==> config.mk <==
export PLATFORM = sky130hd
export DESIGN_NAME = training_sequencer
export DESIGN_NICKNAME = d
export VERILOG_FILES = /design/src/rtl/training_sequencer_pkg.sv /design/src/rtl/training_sequencer_addr_counter.sv /design/src/rtl/training_sequencer.sv
export SDC_FILE = /design/constraint.sdc
export NUM_CORES = 1
export LEC_CHECK = 0
export BUFFER_PORTS_ARGS = -buffer_cell sky130_fd_sc_hd__buf_2
export CORE_ASPECT_RATIO = 1.1
export CORE_UTILIZATION = 60
export CTS_BUF_LIST = sky130_fd_sc_hd__clkbuf_16
export DETAILED_ROUTE_END_ITERATION = 16
export GPL_TIMING_DRIVEN = 0
export PLACE_DENSITY = 0.95
export SLEW_MARGIN = 10
export SYNTH_ARGS = -nofsm -noshare
export SYNTH_HDL_FRONTEND = slang
export SYNTH_SLANG_ARGS = --single-unit
export TNS_END_PERCENT = 30
==> constraint.sdc <==
create_clock -name clk -period 5.85 [get_ports clk]
set_input_delay 0.8775 -clock clk [delete_from_list [all_inputs] [get_ports clk]]
set_output_delay 0.8775 -clock clk [all_outputs]
set_load 0.1 [all_outputs]
==> src/rtl/training_sequencer_pkg.sv <==
// Shared types and defaults for the training sequencer and its benches.
package training_sequencer_pkg;

    typedef enum logic [2:0] {
        S_IDLE,
        S_FETCH,
        S_STEP,
        S_WAIT,
        S_ADVANCE,
        S_DONE
    } seq_state_t;

    localparam int EPOCHS_DEFAULT    = 100;
    localparam int SIZE_OF_X_DEFAULT = 2048;

endpackage

==> src/rtl/training_sequencer_addr_counter.sv <==
// Sample address / epoch wrap counter with last-sample and last-epoch flags.
module sample_addr_counter
    import training_sequencer_pkg::*;
#(
    parameter int EPOCHS    = EPOCHS_DEFAULT,
    parameter int SIZE_OF_X = SIZE_OF_X_DEFAULT,
    parameter int ADDR_W    = 32,
    parameter int EPOCH_W   = 16
) (
    input  logic               clk,
    input  logic               reset,
    input  logic               clr,
    input  logic               adv,
    output logic [ADDR_W-1:0]  address,
    output logic [EPOCH_W-1:0] epoch,
    output logic               last_sample,
    output logic               last_epoch
);

    localparam logic [ADDR_W-1:0]  ADDR_LAST  = ADDR_W'(SIZE_OF_X - 1);
    localparam logic [EPOCH_W-1:0] EPOCH_LAST = EPOCH_W'(EPOCHS - 1);

    assign last_sample = (address == ADDR_LAST);
    assign last_epoch  = (epoch == EPOCH_LAST);

    always_ff @(posedge clk or negedge reset) begin
        if (!reset) begin
            address <= '0;
            epoch   <= '0;
        end else if (clr) begin
            address <= '0;
            epoch   <= '0;
        end else if (adv) begin
            if (last_sample) begin
                address <= '0;
                // Never step past the final epoch even if asked to.
                if (!last_epoch)
                    epoch <= epoch + EPOCH_W'(1);
            end else begin
                address <= address + ADDR_W'(1);
            end
        end
    end

endmodule

==> src/rtl/training_sequencer.sv <==
// Per-sample fetch / step / wait sequencer for network training over EPOCHS passes.
// Optional TRAIN_SEQ_CYCLE_CNT_EN adds a saturating busy-cycle counter output.
module training_sequencer
    import training_sequencer_pkg::*;
#(
    parameter int EPOCHS    = EPOCHS_DEFAULT,
    parameter int SIZE_OF_X = SIZE_OF_X_DEFAULT,
    parameter int ADDR_W    = 32,
    parameter int RD_LAT    = 1,
    parameter int EPOCH_W   = 16
) (
    input  logic               clk,
    input  logic               reset,
    input  logic               start,
    input  logic               abort,
    output logic [ADDR_W-1:0]  address,
    output logic               bram_en,
    output logic               net_start,
    input  logic               net_done,
    output logic               busy,
    output logic               done,
    output logic               aborted,
    output logic [EPOCH_W-1:0] epoch
`ifdef TRAIN_SEQ_CYCLE_CNT_EN
    ,
    output logic [31:0]        cycle_count
`endif
);

    localparam logic [1:0] LAT_LAST = 2'(RD_LAT);

    seq_state_t state;
    logic [1:0] lat;
    logic       cnt_clr;
    logic       cnt_adv;
    logic       last_sample;
    logic       last_epoch;
    logic       run_end;

    assign run_end = abort || (last_sample && last_epoch);
    assign cnt_clr = (state == S_IDLE) && start;
    assign cnt_adv = (state == S_ADVANCE) && !run_end;

    sample_addr_counter #(
        .EPOCHS    (EPOCHS),
        .SIZE_OF_X (SIZE_OF_X),
        .ADDR_W    (ADDR_W),
        .EPOCH_W   (EPOCH_W)
    ) u_addr_counter (
        .clk         (clk),
        .reset       (reset),
        .clr         (cnt_clr),
        .adv         (cnt_adv),
        .address     (address),
        .epoch       (epoch),
        .last_sample (last_sample),
        .last_epoch  (last_epoch)
    );

    always_ff @(posedge clk or negedge reset) begin
        if (!reset) begin
            state     <= S_IDLE;
            lat       <= '0;
            bram_en   <= 1'b0;
            net_start <= 1'b0;
            busy      <= 1'b0;
            done      <= 1'b0;
            aborted   <= 1'b0;
        end else begin
            bram_en   <= 1'b0;
            net_start <= 1'b0;
            done      <= 1'b0;
            case (state)
                S_IDLE: begin
                    if (start) begin
                        state   <= S_FETCH;
                        bram_en <= 1'b1;
                        lat     <= '0;
                        busy    <= 1'b1;
                        aborted <= 1'b0;
                    end
                end
                // First FETCH cycle issues the read, then RD_LAT cycles of read latency.
                S_FETCH: begin
                    if (lat == LAT_LAST) begin
                        state     <= S_STEP;
                        net_start <= 1'b1;
                    end else begin
                        lat <= lat + 2'd1;
                    end
                end
                S_STEP: state <= S_WAIT;
                S_WAIT: begin
                    if (net_done)
                        state <= S_ADVANCE;
                end
                S_ADVANCE: begin
                    if (run_end) begin
                        state   <= S_DONE;
                        done    <= 1'b1;
                        busy    <= 1'b0;
                        aborted <= abort;
                    end else begin
                        state   <= S_FETCH;
                        bram_en <= 1'b1;
                        lat     <= '0;
                    end
                end
                S_DONE:  state <= S_IDLE;
                default: state <= S_IDLE;
            endcase
        end
    end

`ifdef TRAIN_SEQ_CYCLE_CNT_EN
    function automatic logic [31:0] sat_inc(input logic [31:0] v);
        return (&v) ? v : v + 32'd1;
    endfunction

    always_ff @(posedge clk or negedge reset) begin
        if (!reset)
            cycle_count <= '0;
        else if (cnt_clr)
            cycle_count <= '0;
        else if (busy)
            cycle_count <= sat_inc(cycle_count);
    end
`endif

endmodule

==> metrics.csv <==
stage,metric,value,unit
synth,async set-or-reset flop fraction in the synthesized netlist,100,%
layout,fillcell total,357,
place,RePlAce Congestion,0.908,
layout,"commonest non-fill, non-tap cell in the layout",dfrtp_1,
synth,post-synthesis instance area,3280,um^2
power_and_ir_drop,"Power, Total",1.39,mW
job,Max-Cap Viols,0,
floorplanning,Die ar.,5770,um^2
critical_path,Setup Crit Path Kind,input port to flip-flop,
critical_path,Crit. End Element,flip-flop,
floorplanning,Cell Rows,27,
synth,sequential element share of the synthesized area,44.2,%
cts,clock sink count,58,
grt,initial antenna violation count,0,
critical_path,Crit Reg-Reg Startpoint,u_addr_counter.epoch[0],
routing,total number of vias,3450,
synth,"Top FF cell, synth",dfrtp_1,
sta,Fin. Hold Viols,0,
status,outcome,finished clean,
synth,Synth warnings,0,
synth,Area contributors post-synth,"dfrtp_1 44%, nand4_1 4.4%, a21oi_1 4.1%",
cts,CTS Root Cell,clkbuf_16,
layout,Area Overhead vs Synth,19.9,%
layout,diodes inserted,0,
cts,Post-CTS Hold Buffers,0,
synth,"EDFF count, synth",0,
grt,gr usage total,33.8,%
routing,DR WL/cell,17.7,um
place,DP HPWL,5.96,mm
routing,Routed Antenna Nets,0,
sta,worst hold slack,0.484,ns
layout,Multi-input gate area,1720,um^2
layout,layout cells sized above 1,17.8,%
routing,DRT iter0 DRCs,437,
critical_path,"Data required, critical path",6.09,ns
power_and_ir_drop,Power Density,352,nW/um^2
critical_path,CP endpoint,u_addr_counter.address[21],
critical_path,CP Launch Type,input port,
cts,# H-tree levels,3,
floorplanning,core region area,5130,um^2
cts,"Setup Fix Bufs, Post-CTS",0,
sta,setup tns final,0,ns
synth,Mapped Cells,367,
sta,clk_skew,0.00668,ns
critical_path,Worst EP arrival,3.09,ns
worst_hold_path,Hold Path Class,flip-flop to flip-flop,
layout,storage element area,1450,um^2
synth,Yosys reg bits,58,
routing,drt pass-1 iters,7,
grt,first-pass GRT wire length,14.9,mm
floorplanning,Initial Util,64.0,%
sta,setup ws final,2.99,ns
sta,Final Slew Violations,0,
cts,TritonCTS clock tree,yes,
critical_path,largest fanout on the critical path,10,
synth,syn nets,375,
routing,vias per std cell,6.75,
power_and_ir_drop,Leakage,1.84,nW
sta,Max Fclk,350,MHz
sta,RSZ-0062 raised after global routing,no,
routing,Routed WL,9.04,mm
sta,part of the cycle the worst path needs,48.9,%
cts,cts repair resizes,0,
layout,Final #Nets,443,
critical_path,worst r2r dst,u_addr_counter.address[22],
synth,"Avg Cell Area, Syn",8.95,um^2
critical_path,R2R Setup Slk,3.00,ns
sta,worst relative slew slack,29.2,%
grt,largest net degree at the start of global routing,59,
synth,post-synth top area share,44.2,%
sta,Final min period,2.86,ns
cts,cts bufs inserted,9,
sta,worst slew pin tran,1.05,ns
synth,synth unique cells,52,
floorplanning,die boundary width,72.5,um
layout,most frequent cells in the layout,"58 x dfrtp_1, 56 x buf_2, 34 x nand2_1",
critical_path,R2R cell count,8,
routing,# DRC,0,
sta,setup violators final,0,
cts,clock-pin slew on the worst setup and hold paths,0.05,ns
floorplanning,I/O pin count,58,
place,# port buffers,57,
place,dpl ws,2.79,ns
grt,GR Overflow Total,0,
floorplanning,height of the die,79.6,um
critical_path,crit path launch,abort,
cts,clock tree buffer depth,2,
cts,clk_lat worst skew,0.33,ns
grt,number of global-route vias before repair,3137,
synth,post-synth top area cell,dfrtp_1,
power_and_ir_drop,Max VDD drop,0.218,mV
[registers in the layout, indices dropped and copies added, names as in the netlist]
name                    flops
u_addr_counter.address     32
u_addr_counter.epoch       16
state                       3
lat                         2
aborted                     1
bram_en                     1
busy                        1
done                        1
net_start                   1
[stage by stage]
stage | util (%) | cell area, um^2 | cells
floorplan | - | 3280 | 367
global placement | 71.3 | 3660 | 496
CTS | 76.7 | 3940 | 511
global route | 76.7 | 3940 | 511
finish | 76.7 | 3940 | 511
detailed placement | 71.3 | 3660 | 496
[layer usage]
metal / global-route usage [%] / up-vias / wire length (um)
met5: 0 / - / 0
met4: 19.6 / 0 / 292
met3: 6.82 / 37 / 834
met2: 51.8 / 240 / 4390
met1: 44.2 / 1622 / 3530
li1: - / 1551 / -
[cell families (layout without fill, tap and decap cells)]
group / Yosys count / in the layout / share of synthesized area (%)
compound gates: 99 / 99 / 19.7
xor+xnor: 3 / 3 / 0.800
fa+ha+maj: 3 / 3 / 1.14
buf+inv: 28 / 100 / 3.43
flops: 58 / 58 / 44.2
mux: 4 / 4 / 1.26
simple gates: 172 / 172 / 29.5
[Yosys cell counts (all sizes together), types with 6 or more instances]
master,count
and3,11
or3,17
inv,14
nor2,21
a31oi,8
nor4,12
a21oi,28
nand4,23
nand2,34
dfrtp,58
o21ai,24
nand3,19
nor3,13
clkbuf,13
a21o,6
[worst min-delay path by stage]
stage	startpoint	to	slack [ns]	cells past startpoint
6_report	lat[1]	lat[1]	0.48	1
5_1_grt	busy	busy	0.51	1
4_1_cts	lat[1]	lat[1]	0.49	1
3_5_place_dp	lat[1]	lat[1]	0.47	1
3_3_place_gp	busy	busy	0.46	1
2_1_floorplan	lat[1]	lat[1]	0.46	1
[where the power goes]
part | internal (mW) | switching, mW
logic | 0.0986 | 0.321
registers | 0.438 | 0.0384
clock network | 0.320 | 0.171
total | 0.857 | 0.530
[final cells by class]
type,count,share of cell area (%)
plain buffers,14,1.52
clock buffers,9,5.72
clock inverters,6,1.30
inverters,14,1.33
multi-input cells,281,43.7
flip-flops and latches,58,36.8
well taps,72,2.29
repair buffers,57,7.31
[critical path, stage by stage]
cell and delay [ns]:
buf_2 0.14, or4b_1 0.63, a21oi_1 0.56, clkbuf_1 0.48, a41oi_1 0.19, nor3_1 0.21
Power figures use the tool's default switching activity.
